### src/rtl/read_ram_unloader_pkg.sv
// read_ram_unloader_pkg: page layout constants shared with the read controller, and the unloader state encoding
package read_ram_unloader_pkg;
  localparam int DATA_BYTES = 8192;
  localparam int HALF_BYTES = 4096;
  localparam int RAM_AW = 15;
  localparam int FLAG_ADDR0 = 8192;
  localparam int FLAG_ADDR1 = 8193;
  localparam logic [7:0] FLAG_INVALID = 8'h55;
  typedef enum logic [2:0] {IDLE, FLAG0, FLAG1, STREAM, DRAIN, DONE} unl_state_t;
endpackage

### src/rtl/read_ram_unloader_fifo.sv
// rd_byte_skid_fifo: two-entry FIFO carrying {last, half_bad, data} from the RAM read port to the stream
module rd_byte_skid_fifo #(
  parameter int W = 10
) (
  input  logic         clk,
  input  logic         rst,
  input  logic         push,
  input  logic         pop,
  input  logic [W-1:0] din,
  output logic [W-1:0] dout,
  output logic [1:0]   count
);
  logic [W-1:0] mem [2];
  logic wp, rp;
  always_ff @(posedge clk)
    if (push) mem[wp] <= din;
  always_ff @(posedge clk or posedge rst)
    if (rst) begin
      wp <= 1'b0;
      rp <= 1'b0;
      count <= 2'd0;
    end else begin
      wp <= wp ^ push;
      rp <= rp ^ pop;
      count <= count + {1'b0, push} - {1'b0, pop};
    end
  assign dout = mem[rp];
endmodule

### src/rtl/read_ram_unloader.sv
// read_ram_unloader: drains the read-page RAM (validity flags first, then data) to a valid/ready byte stream
module read_ram_unloader
  import read_ram_unloader_pkg::*;
#(
  parameter int         DATA_BYTES   = read_ram_unloader_pkg::DATA_BYTES,
  parameter int         HALF_BYTES   = read_ram_unloader_pkg::HALF_BYTES,
  parameter int         RAM_AW       = read_ram_unloader_pkg::RAM_AW,
  parameter int         FLAG_ADDR0   = read_ram_unloader_pkg::FLAG_ADDR0,
  parameter int         FLAG_ADDR1   = read_ram_unloader_pkg::FLAG_ADDR1,
  parameter logic [7:0] FLAG_INVALID = read_ram_unloader_pkg::FLAG_INVALID,
  parameter bit         SKIP_INVALID = 1'b0
) (
  input  logic              clk,
  input  logic              rst,
  input  logic              start,
  output logic              ram_en,
  output logic [RAM_AW-1:0] ram_addr,
  input  logic [7:0]        ram_dataout,
  output logic [7:0]        m_data,
  output logic              m_valid,
  input  logic              m_ready,
  output logic              m_last,
  output logic              m_half_bad,
  output logic [1:0]        half_bad,
  output logic              busy,
  output logic              done
);
  localparam int PW = $clog2(DATA_BYTES);
  unl_state_t state, state_n;
  logic [PW-1:0] rd_ptr;
  logic [1:0] count;
  logic [9:0] head;
  logic first, inflight, inf_last, inf_half, issue, h1_bad, stop, last_addr, pop;
  // half 1's flag is still on the RAM bus during the first STREAM cycle
  assign h1_bad = first ? ram_dataout == FLAG_INVALID : half_bad[1];
  assign stop = SKIP_INVALID && h1_bad && rd_ptr == PW'(HALF_BYTES);
  assign last_addr = rd_ptr == PW'(DATA_BYTES - 1) || (SKIP_INVALID && h1_bad && rd_ptr == PW'(HALF_BYTES - 1));
  assign m_valid = count != 2'd0;
  assign pop = m_valid && m_ready;
  assign {m_last, m_half_bad, m_data} = m_valid ? head : '0;
  assign issue = state == STREAM && !stop && (count + {1'b0, inflight} < 2'd2 || pop);
  assign busy = state != IDLE;
  always_comb begin
    state_n = state;
    ram_en = 1'b0;
    ram_addr = '0;
    done = 1'b0;
    case (state)
      IDLE: state_n = start ? FLAG0 : IDLE;
      FLAG0: begin
        ram_en = 1'b1;
        ram_addr = RAM_AW'(FLAG_ADDR0);
        state_n = FLAG1;
      end
      FLAG1: begin
        ram_en = 1'b1;
        ram_addr = RAM_AW'(FLAG_ADDR1);
        state_n = STREAM;
      end
      STREAM: begin
        ram_en = issue;
        ram_addr = RAM_AW'(rd_ptr);
        state_n = stop ? DONE : issue && last_addr ? DRAIN : STREAM;
      end
      DRAIN: state_n = (count == 2'd0 && !inflight) || (pop && m_last) ? DONE : DRAIN;
      DONE: begin
        done = 1'b1;
        state_n = IDLE;
      end
      default: state_n = IDLE;
    endcase
  end
  always_ff @(posedge clk or posedge rst)
    if (rst) begin
      state <= IDLE;
      rd_ptr <= '0;
      half_bad <= 2'b00;
      first <= 1'b0;
      inflight <= 1'b0;
      inf_last <= 1'b0;
      inf_half <= 1'b0;
    end else begin
      state <= state_n;
      first <= state == FLAG1;
      inflight <= issue;
      if (issue) begin
        inf_last <= last_addr;
        inf_half <= rd_ptr >= PW'(HALF_BYTES);
        rd_ptr <= rd_ptr + 1'b1;
      end
      if (state == IDLE && start) half_bad <= 2'b00;
      if (state == FLAG1) begin
        half_bad[0] <= ram_dataout == FLAG_INVALID;
        rd_ptr <= SKIP_INVALID && ram_dataout == FLAG_INVALID ? PW'(HALF_BYTES) : '0;
      end
      if (first) half_bad[1] <= ram_dataout == FLAG_INVALID;
    end
  rd_byte_skid_fifo #(.W(10)) u_fifo (
    .clk(clk),
    .rst(rst),
    .push(inflight),
    .pop(pop),
    .din({inf_last, half_bad[inf_half], ram_dataout}),
    .dout(head),
    .count(count)
  );
endmodule

### config.mk
export PLATFORM = sky130hd
export DESIGN_NAME = read_ram_unloader
export DESIGN_NICKNAME = d
export VERILOG_FILES = /design/src/rtl/read_ram_unloader_pkg.sv /design/src/rtl/read_ram_unloader_fifo.sv /design/src/rtl/read_ram_unloader.sv
export SDC_FILE = /design/constraint.sdc
export NUM_CORES = 1
export LEC_CHECK = 0
export CORE_ASPECT_RATIO = 1.4
export CORE_MARGIN = 2
export CORE_UTILIZATION = 45
export DETAILED_ROUTE_END_ITERATION = 7
export PLACE_DENSITY = 0.68
export SYNTH_ARGS = -nofsm -noshare
export SYNTH_HDL_FRONTEND = slang
export SYNTH_SLANG_ARGS = --single-unit
export TNS_END_PERCENT = 20
### constraint.sdc
create_clock -name clk -period 2.71 [get_ports clk]
set_input_delay 0.6775 -clock clk [delete_from_list [all_inputs] [get_ports clk]]
set_output_delay 0.6775 -clock clk [all_outputs]
set_load 0.03 [all_outputs]
# Word level (Yosys, flattened, before mapping)
# Memories as Yosys holds them, arrays and structs flattened.
# Index checks and enable logic that the tools add are counted.
[word_totals]
regBits = 26
ramBits = 20
out_inout_bits = 31
memories = 1
[classes]
add_sub_neg = 3
magnitude_cmp = 3
eq_ne = 7
mux = 17
bitwise_logic = 2
n_reduce_logical = 17
[mem_list]
columns = ["memory", "words", "word_bits", "rd", "rd_ports_with_merged_regs", "wr", "line", "text"]
rows = [
  ["u_fifo.mem", 2, 10, 1, 0, 1, "read_ram_unloader_fifo.sv:13", "logic [W-1:0] mem [2];"],
]
[op_table]
columns = ["operator", "count"]
rows = [
  ["$pmux 14 s3", 1],
  ["$mux 13", 2],
  ["$pmux 3 s5", 1],
  ["$add 13x1->13 const B", 1],
  ["$eq 13x13->1 const B", 1],
  ["$ge 13x13->1 const B", 1],
  ["$mux 10", 1],
  ["$mux 1", 9],
  ["$eq 8x7->1 const B", 1],
  ["$reduce_bool 2->1", 4],
  ["$eq 3x2->1 const B", 2],
  ["$eq 3x3->1 const B", 2],
  ["$logic_and 1x1->1", 6],
  ["$eq 3x1->1 const B", 1],
  ["$logic_not 3->1", 1],
  ["$mux 3", 1],
  ["$reduce_bool 3->1", 1],
  ["$add 2x1->2", 1],
  ["$logic_not 2->1", 1],
  ["$logic_or 1x1->1", 2],
  ["$lt 1x2->1 const B", 1],
  ["$lt 2x2->1 const B", 1],
  ["$mux 2", 1],
  ["$pmux 1 s2", 1],
  ["other kinds (4)", 5],
]

# Depth between registers and ports, before layout
# Gate-level depths: netlist of the first run.
[depth]
ltp_word = 7
mapped_depth = 7
depth_no_buf = 6

# Cells and area by module
# Synthesis of the first run repeated with hierarchy kept, for this count alone.
[unflattened]
hier_cells = 208
area_unflattened_um2 = 2373.5
[by_module_without_submodules]
columns = ["module", "n_inst", "cells_each", "area_each_um2", "seq_area_each_um2"]
rows = [
  ["read_ram_unloader", 1, 162, 1413.9, 550.5],
  ["rd_byte_skid_fifo", 1, 46, 959.7, 700.7],
]

# Worst setup path after synthesis of the first run
# No wires, ideal clock.
[synth_timing]
kind = "input-to-output"
start = "input port m_ready"
end = "output port ram_en"
t_arrival_ps = 1585
t_required_ps = 2033
setup_slack_ps = 448
stages = 3
n_path_buf = 0
cell_sequence = "a21oi_1 a21o_2 a31oi_1"
[synth_via]
elab_chain_len = 4
[synth_lines]
columns = ["element", "line", "text"]
rows = [
  ["from (decl)", "read_ram_unloader.sv:21", "input logic m_ready,"],
  ["$logic_and 1x1->1", "read_ram_unloader.sv:39", "assign pop = m_valid && m_ready;"],
  ["$logic_or 1x1->1", "read_ram_unloader.sv:41", "assign issue = state == STREAM && !stop && (count + {1'b0, inflight} < 2'd2 || pop);"],
  ["$logic_and 1x1->1", "read_ram_unloader.sv:41", ""],
  ["$pmux 1 s2", "read_ram_unloader.sv:48", "case (state)"],
  ["to (decl)", "read_ram_unloader.sv:16", "output logic ram_en,"],
]
# No other way between the ends.

# Worst setup path in the final report of the first run
[layout_timing]
start = "register state[1]"
end = "output port ram_addr[6]"
[layout_via]
elab_chain_len = 2
word_cells_on_any_way = 4
cone_classes = "eq/ne (3); mux (1)"
[layout_lines]
columns = ["element", "line", "text"]
rows = [
  ["from (decl)", "read_ram_unloader.sv:29", "unl_state_t state, state_n;"],
  ["from (signal assigned)", "read_ram_unloader.sv:83", "state <= state_n;"],
  ["$eq 3x2->1 or $eq 3x1->1 (tied branches)", "read_ram_unloader.sv:48", ""],
  ["$pmux 14 s3 *", "read_ram_unloader.sv:48", ""],
  ["to (decl)", "read_ram_unloader.sv:17", "output logic [RAM_AW-1:0] ram_addr,"],
]
# Mark *: on every way between the ends. The rest lies on a longest branch, timed or not.

==> results by group, run 1 <==
Run status
  • Outcome: complete, no violations

Job
  • Max-cap viol count: 0

Place
  • Input/output buffers: between 40 and 50
  • DP Worst Slack: 0.103 ns
  • DP Cell Count: between 300 and 400
  • DPL Wire Length: about 3.5 mm
  • RePlAce Congestion: 0.785
  • Area after DPL: 2750 µm²

Logic synthesis
  • Seq cells post-synth: between 40 and 50
  • Simple-Gate Fraction of Synth Area: 0.174
  • Ys async rst share: 0.565
  • Compound-gate portion of the synthesized area: 0.119
  • Netlist Area Pre-Place: 2280 µm²
  • Adder-cell area share of the yosys netlist: 0.0329
  • Cell count after synthesis: approximately 200
  • Area leader, netlist: dfrtp_1
  • Mux share of post-synthesis cell area: 0.0577
  • Most common library cells after synthesis: dfrtp_1 (26), edfxtp_1 (20), nor2_1 (20)
  • Post-synthesis xor/xnor area fraction: 0.0192
  • Synthesis Warnings: 0
  • Syn Nets: between 200 and 250
  • Main combinational cell family by area after synthesis: simple AND/OR/NAND/NOR gates
  • Largest cells by area after synthesis: dfrtp_1 (29%), edfxtp_1 (26%), mux2i_1 (5.3%), ha_1 (3.3%), nor2_1 (3.3%)
  • Synth unique cells: 47
  • Most frequent cell after synthesis: dfrtp_1
  • Post-synth EDFFs: 20
  • Synth Flop Type: dfrtp_1
  • Yosys top cell area share: 0.286
  • Post-synthesis sequential area ratio: 0.549
  • Mean Syn Cell Area: 11.2 µm²

Worst setup path
  • Delay-heaviest family, CP: buffers and inverters
  • R2r setup slk: 0.59 ns
  • Crit-path max cell delay: 0.67 ns
  • Data required, critical path: between 2 and 2.5 ns
  • Worst path arrival time: 1.95 ns
  • CP bufs+invs: 1
  • FF-to-FF End: rd_ptr[9]
  • CP Cell Sequence: nand2b_1 -> nor2_1 -> and2_1 -> clkdlybuf4s50_1
  • CP Capture Type: output pin
  • Slowest cell on crit path: clkdlybuf4s50_1
  • Worst setup SP type: register
  • Crit-path max FO: 10
  • Critical path class: reg -> out
  • Reg2reg start: u_fifo.count[0]
  • Worst-case reg-to-reg path depth: 6

Worst hold path
  • WHS Path Cells: 1
  • WHS Endpoint: half_bad[1]
  • Beginning of the worst hold path: first
  • Worst Hold Class: reg -> reg

Floorplan
  • Die area: 5660 µm²
  • Die width: 64.1 µm
  • Vert. Die Dim: 88.2 µm
  • Row cnt: 30
  • # IOs: 43
  • Initial Util: 0.467
  • Core area: approximately 4900 µm²

STA
  • Achievable Freq: 381 MHz
  • Hold_ws: ~0.46 ns
  • Layout Skew: 0.00771 ns
  • Final WS setup: between 0.08 and 0.09 ns
  • Min Clock Period, post-route: 2.63 ns
  • Setup TNS: 0 ns
  • Fin. Hold Viols: 0
  • RSZ-0062 raised after global routing: no
  • Final worst path period share: 0.969
  • Final setup viols: 0
  • Slew Viols, Final: 0

Cells and area
  • Layout cells sized above 1: 0.148
  • Antenna cells: 0
  • Final net count: around 270
  • Finished Layout Cells: about 310
  • Layout area overhead: 24.8%
  • Post-layout util: 0.583
  • Post-route cell area: 2840 µm²

Global route
  • First-pass GRT wire length: 7.61 mm
  • GR Overflow Total: 0
  • Largest net degree at the start of global routing: 27
  • Antenna violations before repair: 0
  • Vias in the first global route: 1602
  • GRT Resource Usage Total: 0.176

Route
  • Drt total wl: 4.60 mm
  • DRC: 0
  • Routed len/inst: 14.7 µm
  • First-pass DRT Iterations: 5
  • Vias/cell: about 5.3
  • Vias: 1654
  • Iteration-0 DRC Markers: 51
  • ANT nets after route: 0

Clocking
  • CTS root buf: clkbuf_8
  • H-tree levels: 2
  • Maximum clock insertion buffer count: 2
  • CTS clk-pin slew, worst paths: around 0.09 ns
  • Hold buffers post-CTS: 0
  • CTS tree: built
  • CTS buffer count: 5
  • TritonCTS Sinks: 46
  • Worst skew pair latency: approximately 0.3 ns

Power
  • Leakage: 1.20 nW
  • Power Density: between 1000 and 1500 nW/µm²
  • Worst vdd ir: 0.443 mV
  • Total power: 2.95 mW
worst max-delay path by stage:
stage,start,to,slack [ns],cells after the start
2_1_floorplan,m_ready,ram_en,0.45,3
3_3_place_gp,m_ready,ram_en,0.14,5
3_5_place_dp,m_ready,ram_en,0.10,5
4_1_cts,state[1],ram_addr[6],0.1,4
5_1_grt,state[1],ram_addr[6],0.009,4
6_report,state[1],ram_addr[6],0.08,4
flip-flops by register name, summed over array words and instances, names as in the netlist:
| name | flops |
|---|---|
| u_fifo.rp | 1 |
| rd_ptr | 13 |
| first | 1 |
| inf_last | 1 |
| half_bad | 2 |
| u_fifo.mem | 20 |
| state | 3 |
| inf_half | 1 |
| inflight | 1 |
| u_fifo.wp | 1 |
| u_fifo.count | 2 |
layout by cell type (no fill, tap or decap), types with 3 or more instances in the layout:
master / netlist / final
o21ai_0: 6 / 6
mux2i_1: 12 / 12
xnor2_1: 5 / 5
inv_1: 14 / 14
nand3_1: 7 / 7
edfxtp_1: 20 / 20
dfrtp_1: 26 / 24
or4_1: 4 / 4
and2_1: 11 / 11
a21oi_1: 10 / 10
clkdlybuf4s50_1: 0 / 31
o31ai_1: 5 / 5
buf_4: 1 / 17
nor2_1: 20 / 19
nand2_1: 14 / 14
ha_1: 6 / 6
clkbuf_8: 1 / 5
nor4bb_1: 3 / 3
worst register-to-register path: cells and delay by family, from the launching register on:
family / cells / cell delay [ns]
and+or+nand+nor: 2 / 0.61
adders and majority gates: 1 / 0.36
buffers and inverters: 1 / 0.18
AOI/OAI and AO/OA: 2 / 0.49
DFF: 1 / 0.42
routing by layer:
metal / global-route usage / part of all wire
met1: 0.194 / 0.41
met5: 0 / 0
met4: 0.0503 / 0.0050
met3: 0.0398 / 0.043
met2: 0.335 / 0.54
layout make-up:
class / instances / area, µm²
repair buffers: 48 / 438
well taps: 64 / 80.1
fillers: 433 / 2040
multi-input cells: 133 / 923
clock inverters: 3 / 23.8
clock buffers: 5 / 68.8
inverters: 15 / 56.3
flip-flops and latches: 46 / 1250
repair_timing:
item,in CTS,in global routing
buffers inserted,0,0
endpoints found under the hold margin,0,0
endpoints found under the setup margin,12,0
gates resized for setup,3,0
logic make-up after synthesis:
kind of cell             after synthesis
buffers and inverters                 24
flip-flops                            46
other                                  1
adder cells (fa/ha/maj)                6
AO/OA/AOI/OAI                         37
AND/OR/NAND/NOR                       71
XOR/XNOR                               5
multiplexers                          13
power breakdown:
part | switching [mW] | internal (mW)
Sequential | 0.170 | 0.924
Clock | 0.240 | 0.184
Combinational | 0.849 | 0.586
Total | 1.26 | 1.69
(Power assumes the default switching activity.)
==> run 2, diff against run 1 <==
==> constraint.sdc (replaced) <==
create_clock -name clk -period 2.71 [get_ports clk]
set_input_delay 0.542 -clock clk [delete_from_list [all_inputs] [get_ports clk]]
set_output_delay 0.542 -clock clk [all_outputs]
set_load 0.03 [all_outputs]
==> results by group, run 2 (synthesis gave the netlist of run 1 again) <==
Clocking
  • CTS tree: built
  • CTS buffer count: 5 (unchanged)
  • TritonCTS Sinks: 46 (unchanged)
  • Post-CTS Setup Bufs: 0 (unchanged)
  • CTS clk-pin slew, worst paths: 0.10 ns (about the same)
  • Maximum clock insertion buffer count: 2 (unchanged)
  • H-tree levels: 2 (unchanged)
  • Worst skew pair latency: 0.31 ns (about the same)
  • CTS root buf: clkbuf_8

STA
  • RSZ-0062 raised after global routing: no
  • Least-Margin Pin Slew: 0.595 ns
  • Final worst path period share: 0.951 (-0.0184)
  • Final setup viols: 0 (unchanged)
  • Setup TNS: 0 ns (unchanged)
  • Fin. Hold Viols: 0 (unchanged)
  • Slew Viols, Final: 0 (unchanged)
  • Slew HR: 0.604
  • Hold_ws: 0.485 ns (+0.0263 ns)
  • Achievable Freq: 388 MHz (+1.9%)
  • Min Clock Period, post-route: 2.58 ns (-0.0498 ns)
  • Layout Skew: 0.0154 ns (+0.00769 ns)

Place
  • Area after DPL: 2760 µm² (+0.55%)
  • Input/output buffers: 41 (unchanged)
  • DP Cell Count: 305 (-0.33%)
  • RePlAce Congestion: 0.867 (+11%)
  • DPL Wire Length: 3.32 mm (-3.8%)

Worst hold path
  • Worst Hold Class: reg -> reg
  • WHS Endpoint: half_bad[1]
  • Beginning of the worst hold path: first
  • WHS Path Cells: 1 (unchanged)

Cells and area
  • Finished Layout Cells: 313 (-0.32%)
  • Antenna cells: 0 (unchanged)
  • Final net count: 266 (-0.37%)
  • Layout area overhead: 25.4%
  • Commonest non-fill, non-tap cell in the layout: clkdlybuf4s50_1
  • Largest registers: u_fifo.mem (20), rd_ptr (13), state (3)
  • Post-route cell area: 2860 µm² (+0.48%)
  • Fillers: 435 (+0.46%)
  • Most flop-heavy register: u_fifo.mem
  • Largest register FFs: 20 (unchanged)
  • Layout cells sized above 1: 0.104 (-0.0436)
  • Commonest cells after routing, fill and taps aside: clkdlybuf4s50_1 (40), dfrtp_1 (25), edfxtp_1 (20)

Route
  • First-pass DRT Iterations: 4 (-1)
  • Iteration-0 DRC Markers: 27 (-47%)
  • ANT nets after route: 0 (unchanged)
  • Drt total wl: 4.54 mm (-1.3%)
  • Vias: 1676 (+1.3%)
  • Vias/cell: 5.35 (+1.7%)
  • Routed len/inst: 14.5 µm (-0.95%)
  • DRC: 0 (unchanged)

Floorplan
  • # IOs: 43 (unchanged)
  • Initial Util: 0.467 (unchanged)
  • Vert. Die Dim: 88.2 µm (unchanged)
  • Core area: 4880 µm² (unchanged)
  • Row cnt: 30 (unchanged)
  • Die width: 64.1 µm (unchanged)
  • Die area: 5660 µm² (unchanged)

Power
  • Power Density: 1040 nW/µm² (-0.32%)
  • Total power: 2.96 mW (+0.16%)
  • Worst vdd ir: 0.519 mV (+17%)
  • Leakage: 1.18 nW (-1.9%)

Global route
  • Largest net degree at the start of global routing: 27 (unchanged)
  • Antenna violations before repair: 0 (unchanged)
  • Vias in the first global route: 1513 (-5.6%)
  • GR Overflow Total: 0 (unchanged)
  • First-pass GRT wire length: 7.45 mm (-2.2%)
  • GRT Resource Usage Total: 0.173 (-0.00279)

Job
  • Max-cap viol count: 0 (unchanged)

Worst setup path
  • Data required, critical path: 2.17 ns (+0.14 ns)
  • Slowest cell on crit path: clkdlybuf4s50_1
  • Worst path arrival time: 2.03 ns (+0.08 ns)
  • Critical path class: reg -> out
  • FF-to-FF End: rd_ptr[11]
  • R2r setup slk: 0.63 ns (+0.04 ns)
  • Crit-path max FO: 11 (+1)
  • Crit-path max cell delay: 0.66 ns (about the same)
  • Worst setup SP type: register
  • CP bufs+invs: 2 (+1)
  • CP Capture Type: output pin
  • Delay-heaviest family, CP: buffers and inverters
  • Worst-case reg-to-reg path depth: 5 (-1)
  • CP Cell Sequence: nand2b_1 -> nor2_1 -> buf_4 -> and2_1 -> clkdlybuf4s50_1
  • Reg2reg start: u_fifo.count[0]

Run status
  • Outcome: complete, no violations
run 2: cell type report:
type	count	area [µm²]	share of cell area
repair buffers	47	453	0.158
inverters	15	56.3	0.0197
clock inverters	3	23.8	0.00832
well taps	64	80.1	0.0280
clock buffers	5	68.8	0.0241
flip-flops and latches	46	1250	0.438
multi-input cells	133	923	0.323
run 2: how the worst max path moves through the flow:
stage / endpoint / slack [ns] / cells past startpoint / start
final: ram_addr[2] / 0.13 / 5 / state[1]
after detailed placement: state[1] / 0.23 / 5 / m_ready
after CTS: m_valid / 0.04 / 3 / u_fifo.count[1]
after global routing: ram_addr[9] / 0.008 / 5 / state[1]
after global placement: state[1] / 0.26 / 5 / m_ready
after floorplan: ram_en / 0.62 / 4 / inflight
run 2: what timing repair did:
action / 4_1_cts / 5_1_grt
resized for setup: 1 / 1
setup endpoints to repair: 8 / 11
hold buffers: 0 / 0
pin swaps: 0 / 0
run 2: worst register-to-register path: stages, from the launching register on:
cell and delay, ns:
dfrtp_1 0.42, ha_1 0.36, nor3b_2 0.14, a2111o_1 0.43
or4_1 0.49, a21oi_1 0.17
run 2: routing by layer:
layer  track usage  wire, µm  vias up
li1              -         -      816
met1         0.217      1870      798
met2         0.291      2310       50
met3        0.0373       241       12
met4        0.0735       129        0
met5             0         0        -
run 2: metrics by stage:
stage	utilization	worst slack, ns
floorplan	-	0.620
global placement	0.566	0.262
detailed placement	0.566	0.234
CTS	0.585	0.0394
global route	0.586	0.00804
finish	0.586	0.134
run 2: power by group:
part / switching [mW] / internal, mW
clock network: 0.243 / 0.185
logic: 0.857 / 0.582
registers: 0.169 / 0.922
==> run 3, diff against run 2 <==
--- a/config.mk
+++ b/config.mk
@@ -9,6 +9,7 @@
 export CORE_MARGIN = 2
 export CORE_UTILIZATION = 45
 export DETAILED_ROUTE_END_ITERATION = 7
+export GPL_ROUTABILITY_DRIVEN = 0
 export PLACE_DENSITY = 0.68
 export SYNTH_ARGS = -nofsm -noshare
 export SYNTH_HDL_FRONTEND = slang
==> results of run 3 <==
Final layout, timing and power as in run 2 (identical DEF).
